**config.mk**
```make
export PLATFORM = sky130hd
export DESIGN_NAME = fetch_decode_flat
export DESIGN_NICKNAME = d
export VERILOG_FILES = /design/src/rtl/fetch_decode_if.sv /design/src/rtl/fetch_decode.sv /design/src/flat_wrapper.sv
export SDC_FILE = /design/constraint.sdc
export NUM_CORES = 2
export LEC_CHECK = 0
export BUFFER_PORTS_ARGS = -buffer_cell sky130_fd_sc_hd__buf_2
export CORE_ASPECT_RATIO = 1.2
export CORE_MARGIN = 1.5
export CORE_UTILIZATION = 40
export CTS_BUF_LIST = sky130_fd_sc_hd__clkbuf_4 sky130_fd_sc_hd__clkbuf_8 sky130_fd_sc_hd__clkbuf_16
export DETAILED_ROUTE_END_ITERATION = 8
export GPL_ROUTABILITY_DRIVEN = 0
export HOLD_SLACK_MARGIN = 0.1
export PLACE_DENSITY = 0.68
export SLEW_MARGIN = 5
export SYNTH_ARGS = -nofsm -noshare
export SYNTH_HDL_FRONTEND = slang
export SYNTH_SLANG_ARGS = --single-unit
```
**constraint.sdc**
```tcl
create_clock -name clk -period 2.3 [get_ports clk]
set_input_delay 0.115 -clock clk [delete_from_list [all_inputs] [get_ports clk]]
set_output_delay 0.115 -clock clk [all_outputs]
set_load 0.02 [all_outputs]
```
**src/rtl/fetch_decode_if.sv**
```systemverilog
// Bundle of the imem fetch port, the decoded-operand handshake toward the ALU
// and the retire/writeback port coming back from downstream.
// The master side is the fetch/decode stage itself; the slave side is its environment.
interface fetch_decode_if;
  logic        imem_req;
  logic [15:0] imem_addr;
  logic        imem_rvalid;
  logic [31:0] imem_rdata;

  logic        id_valid;
  logic        id_ready;
  logic [5:0]  id_opcode;
  logic [4:0]  id_shamt;
  logic [4:0]  id_funct;
  logic [31:0] id_s1;
  logic [31:0] id_s2;
  logic [15:0] id_const;
  logic [25:0] id_jump_addr;
  logic [15:0] id_pc;
  logic        id_wb_en;
  logic [4:0]  id_wb_dst;

  logic        ret_valid;
  logic        ret_wb_en;
  logic [31:0] ret_wb_data;
  logic        ret_redirect;
  logic [15:0] ret_pc_new;

  logic        illegal;

  modport master (
    output imem_req, imem_addr,
    input  imem_rvalid, imem_rdata,
    output id_valid, id_opcode, id_shamt, id_funct, id_s1, id_s2,
           id_const, id_jump_addr, id_pc, id_wb_en, id_wb_dst,
    input  id_ready,
    input  ret_valid, ret_wb_en, ret_wb_data, ret_redirect, ret_pc_new,
    output illegal
  );

  modport slave (
    input  imem_req, imem_addr,
    output imem_rvalid, imem_rdata,
    input  id_valid, id_opcode, id_shamt, id_funct, id_s1, id_s2,
           id_const, id_jump_addr, id_pc, id_wb_en, id_wb_dst,
    output id_ready,
    output ret_valid, ret_wb_en, ret_wb_data, ret_redirect, ret_pc_new,
    input  illegal
  );
endinterface

```
**src/rtl/fetch_decode.sv**
```systemverilog
// Multi-cycle fetch/decode/operand stage feeding the ALU. Owns the PC and the
// 32x32 register file and keeps exactly one instruction in flight:
// FETCH -> WAIT (for imem) -> ISSUE (to ALU) -> RETIRE (writeback, next PC).
module fetch_decode #(
  parameter logic [15:0] RESET_PC = 16'h0000,
  parameter logic [15:0] PC_INC   = 16'd1
) (
  input  logic          clk,
  input  logic          rst_n,
  fetch_decode_if.master bus
);

  typedef enum logic [2:0] {
    S_IDLE,
    S_FETCH,
    S_WAIT,
    S_ISSUE,
    S_RETIRE
  } state_t;

  state_t      r_state;
  logic [15:0] r_pc;
  logic        r_imem_req;
  logic        r_illegal;
  logic        r_id_valid;
  logic [5:0]  r_id_opcode;
  logic [4:0]  r_id_shamt;
  logic [4:0]  r_id_funct;
  logic [31:0] r_id_s1;
  logic [31:0] r_id_s2;
  logic [15:0] r_id_const;
  logic [25:0] r_id_jump_addr;
  logic [15:0] r_id_pc;
  logic        r_id_wb_en;
  logic [4:0]  r_id_wb_dst;
  logic [31:0] r_rf [32];

  logic [5:0]  w_opcode;
  logic [4:0]  w_funct;
  logic [4:0]  w_rs;
  logic [4:0]  w_rt;
  logic [4:0]  w_rd;
  logic        w_legal;
  logic        w_wb_en;
  logic [4:0]  w_wb_dst;
  logic [31:0] w_s1;
  logic [31:0] w_s2;
  logic [15:0] w_pc_next;
  logic        w_rf_we;

  assign w_opcode  = bus.imem_rdata[31:26];
  assign w_rs      = bus.imem_rdata[25:21];
  assign w_rt      = bus.imem_rdata[20:16];
  assign w_rd      = bus.imem_rdata[15:11];
  assign w_funct   = bus.imem_rdata[4:0];
  assign w_pc_next = r_pc + PC_INC;

  // r0 is hardwired to zero on the read side regardless of array contents
  assign w_s1 = (w_rs == 5'd0) ? 32'd0 : r_rf[w_rs];
  assign w_s2 = (w_rt == 5'd0) ? 32'd0 : r_rf[w_rt];

  // Writeback only on the retire pulse of an instruction that owns a non-r0 destination
  assign w_rf_we = (r_state == S_RETIRE) && bus.ret_valid && bus.ret_wb_en &&
                   r_id_wb_en && (r_id_wb_dst != 5'd0);

  // Legality and destination-register selection from the raw instruction word
  always_comb begin
    w_legal  = 1'b0;
    w_wb_en  = 1'b0;
    w_wb_dst = 5'd0;
    if (w_opcode == 6'd0) begin
      w_legal  = (w_funct <= 5'd8);
      w_wb_en  = 1'b1;
      w_wb_dst = w_rd;
    end else if (w_opcode <= 6'd16) begin
      w_legal = 1'b1;
      if (w_opcode <= 6'd4) begin
        w_wb_en  = 1'b1;
        w_wb_dst = w_rs;
      end else if (w_opcode == 6'd16) begin
        w_wb_en  = 1'b1;
        w_wb_dst = w_rt;
      end
    end
  end

  // Register file: cleared on reset, written only when an instruction retires
  always_ff @(posedge clk or negedge rst_n) begin
    if (!rst_n) begin
      for (int i = 0; i < 32; i++) r_rf[i] <= 32'd0;
    end else if (w_rf_we) begin
      r_rf[r_id_wb_dst] <= bus.ret_wb_data;
    end
  end

  // Control FSM with registered request/valid/illegal outputs and the decoded bundle
  always_ff @(posedge clk or negedge rst_n) begin
    if (!rst_n) begin
      r_state        <= S_IDLE;
      r_pc           <= RESET_PC;
      r_imem_req     <= 1'b0;
      r_illegal      <= 1'b0;
      r_id_valid     <= 1'b0;
      r_id_opcode    <= 6'd0;
      r_id_shamt     <= 5'd0;
      r_id_funct     <= 5'd0;
      r_id_s1        <= 32'd0;
      r_id_s2        <= 32'd0;
      r_id_const     <= 16'd0;
      r_id_jump_addr <= 26'd0;
      r_id_pc        <= 16'd0;
      r_id_wb_en     <= 1'b0;
      r_id_wb_dst    <= 5'd0;
    end else begin
      r_illegal <= 1'b0;
      case (r_state)
        S_IDLE: begin
          r_state    <= S_FETCH;
          r_imem_req <= 1'b1;
        end
        S_FETCH: begin
          r_state    <= S_WAIT;
          r_imem_req <= 1'b0;
        end
        S_WAIT: begin
          if (bus.imem_rvalid) begin
            if (w_legal) begin
              r_id_valid     <= 1'b1;
              r_id_opcode    <= w_opcode;
              r_id_shamt     <= bus.imem_rdata[10:6];
              r_id_funct     <= w_funct;
              r_id_s1        <= w_s1;
              r_id_s2        <= w_s2;
              r_id_const     <= bus.imem_rdata[15:0];
              r_id_jump_addr <= bus.imem_rdata[25:0];
              r_id_pc        <= w_pc_next;
              r_id_wb_en     <= w_wb_en;
              r_id_wb_dst    <= w_wb_dst;
              r_state        <= S_ISSUE;
            end else begin
              r_illegal  <= 1'b1;
              r_pc       <= w_pc_next;
              r_imem_req <= 1'b1;
              r_state    <= S_FETCH;
            end
          end
        end
        S_ISSUE: begin
          if (bus.id_ready) begin
            r_id_valid <= 1'b0;
            r_state    <= S_RETIRE;
          end
        end
        S_RETIRE: begin
          if (bus.ret_valid) begin
            r_pc       <= bus.ret_redirect ? bus.ret_pc_new : w_pc_next;
            r_imem_req <= 1'b1;
            r_state    <= S_FETCH;
          end
        end
        default: begin
          r_state    <= S_IDLE;
          r_imem_req <= 1'b0;
          r_id_valid <= 1'b0;
        end
      endcase
    end
  end

  assign bus.imem_req     = r_imem_req;
  assign bus.imem_addr    = r_pc;
  assign bus.illegal      = r_illegal;
  assign bus.id_valid     = r_id_valid;
  assign bus.id_opcode    = r_id_opcode;
  assign bus.id_shamt     = r_id_shamt;
  assign bus.id_funct     = r_id_funct;
  assign bus.id_s1        = r_id_s1;
  assign bus.id_s2        = r_id_s2;
  assign bus.id_const     = r_id_const;
  assign bus.id_jump_addr = r_id_jump_addr;
  assign bus.id_pc        = r_id_pc;
  assign bus.id_wb_en     = r_id_wb_en;
  assign bus.id_wb_dst    = r_id_wb_dst;

endmodule

```
**src/flat_wrapper.sv**
```systemverilog
// flat-port wrapper written by rule: the top's interface ports become plain ports
module fetch_decode_flat 
#(
  parameter logic [15:0] RESET_PC = 16'h0000,
  parameter logic [15:0] PC_INC   = 16'd1
)
  (clk, rst_n, bus_imem_req, bus_imem_addr, bus_imem_rvalid, bus_imem_rdata, bus_id_valid, bus_id_opcode, bus_id_shamt, bus_id_funct, bus_id_s1, bus_id_s2, bus_id_const, bus_id_jump_addr, bus_id_pc, bus_id_wb_en, bus_id_wb_dst, bus_id_ready, bus_ret_valid, bus_ret_wb_en, bus_ret_wb_data, bus_ret_redirect, bus_ret_pc_new, bus_illegal);
  fetch_decode_if bus_i ();
  input  logic clk;
  input  logic rst_n;
  output wire logic [$bits(bus_i.imem_req)-1:0] bus_imem_req;
  output wire logic [$bits(bus_i.imem_addr)-1:0] bus_imem_addr;
  input wire logic [$bits(bus_i.imem_rvalid)-1:0] bus_imem_rvalid;
  input wire logic [$bits(bus_i.imem_rdata)-1:0] bus_imem_rdata;
  output wire logic [$bits(bus_i.id_valid)-1:0] bus_id_valid;
  output wire logic [$bits(bus_i.id_opcode)-1:0] bus_id_opcode;
  output wire logic [$bits(bus_i.id_shamt)-1:0] bus_id_shamt;
  output wire logic [$bits(bus_i.id_funct)-1:0] bus_id_funct;
  output wire logic [$bits(bus_i.id_s1)-1:0] bus_id_s1;
  output wire logic [$bits(bus_i.id_s2)-1:0] bus_id_s2;
  output wire logic [$bits(bus_i.id_const)-1:0] bus_id_const;
  output wire logic [$bits(bus_i.id_jump_addr)-1:0] bus_id_jump_addr;
  output wire logic [$bits(bus_i.id_pc)-1:0] bus_id_pc;
  output wire logic [$bits(bus_i.id_wb_en)-1:0] bus_id_wb_en;
  output wire logic [$bits(bus_i.id_wb_dst)-1:0] bus_id_wb_dst;
  input wire logic [$bits(bus_i.id_ready)-1:0] bus_id_ready;
  input wire logic [$bits(bus_i.ret_valid)-1:0] bus_ret_valid;
  input wire logic [$bits(bus_i.ret_wb_en)-1:0] bus_ret_wb_en;
  input wire logic [$bits(bus_i.ret_wb_data)-1:0] bus_ret_wb_data;
  input wire logic [$bits(bus_i.ret_redirect)-1:0] bus_ret_redirect;
  input wire logic [$bits(bus_i.ret_pc_new)-1:0] bus_ret_pc_new;
  output wire logic [$bits(bus_i.illegal)-1:0] bus_illegal;
  assign bus_imem_req = bus_i.imem_req;
  assign bus_imem_addr = bus_i.imem_addr;
  assign bus_i.imem_rvalid = bus_imem_rvalid;
  assign bus_i.imem_rdata = bus_imem_rdata;
  assign bus_id_valid = bus_i.id_valid;
  assign bus_id_opcode = bus_i.id_opcode;
  assign bus_id_shamt = bus_i.id_shamt;
  assign bus_id_funct = bus_i.id_funct;
  assign bus_id_s1 = bus_i.id_s1;
  assign bus_id_s2 = bus_i.id_s2;
  assign bus_id_const = bus_i.id_const;
  assign bus_id_jump_addr = bus_i.id_jump_addr;
  assign bus_id_pc = bus_i.id_pc;
  assign bus_id_wb_en = bus_i.id_wb_en;
  assign bus_id_wb_dst = bus_i.id_wb_dst;
  assign bus_i.id_ready = bus_id_ready;
  assign bus_i.ret_valid = bus_ret_valid;
  assign bus_i.ret_wb_en = bus_ret_wb_en;
  assign bus_i.ret_wb_data = bus_ret_wb_data;
  assign bus_i.ret_redirect = bus_ret_redirect;
  assign bus_i.ret_pc_new = bus_ret_pc_new;
  assign bus_illegal = bus_i.illegal;
  fetch_decode #(.RESET_PC(RESET_PC), .PC_INC(PC_INC)) u_core (.clk(clk), .rst_n(rst_n), .bus(bus_i));
endmodule
```
## Word level (Yosys, flattened, before mapping)

Cells that the tools add are included.

| cells by class | value |
|---|---|
| $add $sub $neg | 1 |
| $lt $le $gt $ge | 7 |
| equal/unequal tests | 10 |
| mux-type cells | 42 |
| bitwise gates (word level) | 5 |
| reduce and logical (&&, ||, !) cells | 17 |

Operators by type and width:

| kind | count |
|---|---|
| bitwise mux 1024 bit | 1 |
| binary-select mux 32 bit (select 5 bit) | 2 |
| two-way mux 32 bit | 7 |
| demux 32 bit (select 5 bit) | 1 |
| two-way mux 16 bit | 4 |
| one-hot mux 16 bit (2 select lines) | 1 |
| two-way mux 5 bit | 4 |
| >= comparator 6 bit (second input constant) | 3 |
| NOT 5 -> 6 bit | 3 |
| adder 16 x 1 -> 16 bit (second input constant) | 1 |
| two-way mux 1 bit | 15 |
| one-hot mux 3 bit (5 select lines) | 1 |
| AND reduction 4 bit | 3 |
| logical NOT 5 bit | 2 |
| two-way mux 3 bit | 3 |
| inequality test 2 bit (second input constant) | 4 |
| == test 3 x 2 -> 1 bit (second input constant) | 2 |
| == test 6 x 5 -> 1 bit (second input constant) | 1 |
| less-or-equal comparator 6 x 3 -> 1 bit (second input constant) | 1 |
| less-or-equal comparator 6 x 5 -> 1 bit (second input constant) | 1 |
| logical NOT 6 bit | 1 |
| less-than comparator 6 x 1 -> 1 bit (second input constant) | 1 |
| AND reduction 3 bit | 2 |
| less-or-equal comparator 5 x 4 -> 1 bit (second input constant) | 1 |
| other kinds (12) | 17 |

| word-level totals | value |
|---|---|
| bits in registers | 1190 |
| input bits | 87 |

## Depth between registers and ports, before layout

| logic depth | value |
|---|---|
| depth after elaboration | 6 |
| mapped depth | 10 |
| depth with buffers taken out | 6 |

## Least setup slack after synthesis

No wires, ideal clock.

| timing path | value |
|---|---|
| path kind | reg-to-reg |
| start | reg u_core.r_state[0] |
| end | reg u_core.r_rf[897] in the netlist's numbering |
| library setup time | 125 ps |
| data arrival time | 2251 ps |
| slack | -76 ps |
| stages on the path, launching flop included | 8 |
| path buffers | 2 |
| period minus slack after synthesis | 2376 ps |
| cells stage by stage | dfrtp_1 clkbuf_1 nor3b_2 and4_1 nand3_1 nor4_2 buf_2 mux2_2 |

| between the ends | value |
|---|---|
| word-level cells in the longest chain between the ends | 5 |

RTL lines:

| what | line | RTL |
|---|---|---|
| start: declaration | fetch_decode.sv:21 | `state_t r_state;` |
| start signal: assignment | fetch_decode.sv:99 | `r_state <= S_IDLE;` |
| start signal: assignment | fetch_decode.sv:118 | `r_state <= S_FETCH;` |
| start signal: assignment | fetch_decode.sv:122 | `r_state <= S_WAIT;` |
| == test 3 bit | fetch_decode.sv:63 | `assign w_rf_we = (r_state == S_RETIRE) && bus.ret_valid && bus.ret_wb_en &&` |
| logical AND 1 bit (3 in a row) | fetch_decode.sv:63 |  |
| logical AND 1 bit | fetch_decode.sv:64 | `r_id_wb_en && (r_id_wb_dst != 5'd0);` |
| end signal: indexed assignment | fetch_decode.sv:92 | `r_rf[r_id_wb_dst] <= bus.ret_wb_data;` |
| end: declaration | fetch_decode.sv:36 | `logic [31:0] r_rf [32];` |

Every way passes these cells.
A chain may end at the register's enable or synchronous reset.

## Worst setup path in the final report

| timing path | value |
|---|---|
| start | reg u_core.r_state[1] |
| end | reg u_core.r_rf[844] in the netlist's numbering |

Same word-level chain as after synthesis.

==> metrics <==
outcome complete, but fails checks; failing checks setup timing; Starting Density 0.403; highest net fanout along the worst path 26; routed length on met3 16200 um; overall power consumption 49.1 mW; multi-input logic area 29200 um^2; pin slew with the least headroom to its limit 1040 ps; CP Data Required Time 2920 ps; vias per std cell 6.26; Starting DRT DRC Count 3988; relative slew slack 0.302; number of buffers inserted during clock tree synthesis 116; DRC 0; Period Utilization, post-route 1.03; total routed wirelength 199000 um; standard cell core area 149000 um^2; TritonCTS clock tree done; antenna violations before repair 13; routed vias 40522; maximum clock path buffer count 3; met2 wirelength from detailed routing 95300 um; area fraction of the dominant cell type after synthesis 0.487; slowest stage cell, crit path sky130_fd_sc_hd__dfrtp_2; synthesized netlist cell count 4020; Post-synth ARST share 1.00; warnings from Yosys 0; net count reported at finish 4493; Syn-to-layout area delta 22.1%; hold violation count in the final report 0; combined flip-flop and latch cell area 29100 um^2; biggest area consumer among synthesized cells sky130_fd_sc_hd__dfrtp_1; Worst-path clk slew 60 ps; Fmax 422 MHz; TritonCTS Sinks 1164; kind of cell adding the most delay to the critical path buffers and inverters; Post-DP Area 66000 um^2; number of synthesized flops with an enable pin 0; max-cap check violation count 0; type of destination of the critical path flip-flop; synth top area cells sky130_fd_sc_hd__dfrtp_1 49%, sky130_fd_sc_hd__mux4_2 20%, sky130_fd_sc_hd__mux2_2 19%; Hold Crit Class in -> reg; sequential fraction of the synthesis area 0.487; global-route wire length before repair 289000 um; power density over the cells 672 nW/um^2; signal arrival time at the worst endpoint 2990 ps; CTS root buf sky130_fd_sc_hd__clkbuf_16; Setup Slack @ Placement -219 ps; post-synthesis cell type count 60; total standard cell area after synthesis 59800 um^2; first drt pass iteration count 5; Tmin final 2370 ps; largest net degree at the start of global routing 104; post-placement cell count 6091; reported leakage power 33.9 nW; vertical extent of the die 427 um; Die Width 356 um; die area 152000 um^2; Final Setup Violations 106; setup repair after global routing missed its margin yes; launching element type of the critical path flip-flop; Largest stage delay, worst path 440 ps; Max Transition Viols Final 0; mean post-synth cell area 14.9 um^2; total global-route track usage 0.258; cell row count 155; share of the core filled with cells 0.492; routed wirelength normalized by instance count 30.8 um; total non-filler cell area in the finished layout 73000 um^2; remaining antenna violation count after routing 0; later-pin clock latency in the skew report 790 ps; post-synth net total 4108; vias in the first global route 41498; ys flop type sky130_fd_sc_hd__dfrtp_1; worst setup margin -71.2 ps; I/O Pins 250; Crit Path Class reg -> reg; CTS H-tree depth 3; DPL Wire Length 121000 um; cell chain of the critical path nor3b_2 -> buf_4 -> nand4_1 -> buf_4 -> nor3b_2 -> buf_6 -> nand2_2 -> buf_12 -> mux2_2; VDD IR-drop max 0.745 mV; skew final 65.4 ps; total routed wire length on the met1 layer 77300 um; Buf+Inv Stages, Crit Path 4; number of I/O port buffers 249; GRT overflow 0; non-filler cells in the finished layout 6471; highest routing layer actually used met5; number of inserted filler cells in the final layout 12453; share of cells above drive strength 1 0.538; number of synthesized register bits 1164
[final timing paths]
| path | cells after the start | start | endpoint | slack (ps) |
|---|---|---|---|---|
| max reg2reg | 9 | u_core.r_state[1] | u_core.r_rf[844] | -70 |
| min in group asynchronous | 3 | rst_n | u_core.r_rf[317] | 220 |
| min | 4 | bus_imem_rdata[9] | u_core.bus.id_jump_addr[9] | 140 |
| max in group asynchronous | 4 | rst_n | u_core.r_rf[624] | 1410 |
| max | 9 | u_core.r_state[1] | u_core.r_rf[844] | -70 |
| min reg2reg | 0 | u_core.r_rf[1018] | u_core.r_rf[1018] | 390 |
[worst register-to-register path: cells and delay by family, from the launching register on]
kind	cells	cell delay [ps]
buffers and inverters	4	770
DFF	1	440
muxes	1	340
and+or+nand+nor	4	660
[synth_stat cells (26+ instances only)]
| cell | count |
|---|---|
| sky130_fd_sc_hd__dfrtp_1 | 1164 |
| sky130_fd_sc_hd__mux2_2 | 990 |
| sky130_fd_sc_hd__mux4_2 | 520 |
| sky130_fd_sc_hd__clkbuf_1 | 257 |
| sky130_fd_sc_hd__nand2_1 | 197 |
| sky130_fd_sc_hd__mux2i_1 | 131 |
| sky130_fd_sc_hd__buf_2 | 115 |
| sky130_fd_sc_hd__buf_1 | 65 |
| sky130_fd_sc_hd__o21ai_0 | 61 |
| sky130_fd_sc_hd__a221oi_1 | 51 |
| sky130_fd_sc_hd__nor2_1 | 45 |
| sky130_fd_sc_hd__a22oi_1 | 42 |
| sky130_fd_sc_hd__inv_1 | 40 |
| sky130_fd_sc_hd__a22o_1 | 31 |
| sky130_fd_sc_hd__a21oi_1 | 30 |
| sky130_fd_sc_hd__buf_4 | 26 |
[cell usage in the layout (no fill, tap or decap), types with 92 or more instances in the layout]
master / instances
sky130_fd_sc_hd__mux2i_1: 131
sky130_fd_sc_hd__dlygate4sd3_1: 95
sky130_fd_sc_hd__buf_2: 240
sky130_fd_sc_hd__buf_4: 177
sky130_fd_sc_hd__mux4_2: 520
sky130_fd_sc_hd__mux2_2: 905
sky130_fd_sc_hd__mux2_4: 92
sky130_fd_sc_hd__clkbuf_16: 131
sky130_fd_sc_hd__buf_12: 152
sky130_fd_sc_hd__dfrtp_1: 1163
sky130_fd_sc_hd__nand2_1: 185
[layout make-up]
class	count	area share
Clock inverter	52	0.00898
Clock buffer	165	0.0477
Tap cell	1962	0.0336
Antenna cell	5	0.000171
Timing Repair Buffer	730	0.108
Inverter	40	0.00206
Sequential cell	1164	0.399
Multi-Input combinational cell	2353	0.400
[where the power goes]
| group | switching (mW) | internal, mW | leakage (nW) | total, mW |
|---|---|---|---|---|
| clock | 8.71 | 11.8 | 2.07 | 20.5 |
| combinational | 4.30 | 2.34 | 15.6 | 6.64 |
| sequential | 0.744 | 21.2 | 16.2 | 21.9 |
| total | 13.8 | 35.3 | 33.9 | 49.1 |
[cell families (layout without fill, tap and decap cells)]
| logic type | count (synthesis) | in the layout | share of synthesized area |
|---|---|---|---|
| other | 0 | 5 | 0 |
| adder cells (fa/ha/maj) | 1 | 1 | 0.000209 |
| flip-flops | 1164 | 1164 | 0.487 |
| buffers and inverters | 503 | 987 | 0.0356 |
| multiplexers | 1649 | 1649 | 0.406 |
| AND/OR/NAND/NOR | 337 | 337 | 0.0258 |
| XOR/XNOR | 14 | 14 | 0.00205 |
| AO/OA/AOI/OAI | 352 | 352 | 0.0438 |
[state kept, by name, indices dropped and copies added (netlist names)]
name,flops
u_core.bus.imem_addr,16
u_core.bus.id_s2,32
u_core.bus.id_jump_addr,26
u_core.bus.illegal,1
u_core.bus.id_s1,32
u_core.bus.id_pc,16
u_core.r_rf,1024
u_core.bus.id_wb_en,1
u_core.bus.id_opcode,6
u_core.r_state,3
u_core.bus.imem_req,1
u_core.bus.id_valid,1
u_core.bus.id_wb_dst,5
[layer usage]
| layer | vias to the layer above | GRT usage |
|---|---|---|
| met3 | 478 | 0.0515 |
| met2 | 1961 | 0.416 |
| met4 | 8 | 0.121 |
| met1 | 21878 | 0.336 |
| met5 | - | 0 |
| li1 | 16197 | - |
[stage by stage]
step                setup TNS (ps)  hold slack (ps)
global placement            -12380              118
floorplan                    -1480             -181
CTS                          -5190              121
finish                       -2470              143
global route                -25290              179
detailed placement          -36390              130
[what timing repair did]
action | CTS | global route
pin swaps | 12 | 8
hold buffers | 96 | 0
endpoints found under the hold margin | 2247 | 0
gates resized for setup | 138 | 51
endpoints found under the setup margin | 719 | 973
cloned | 20 | 16
buffers inserted | 23 | 4
Power figures use the tool's default switching activity.
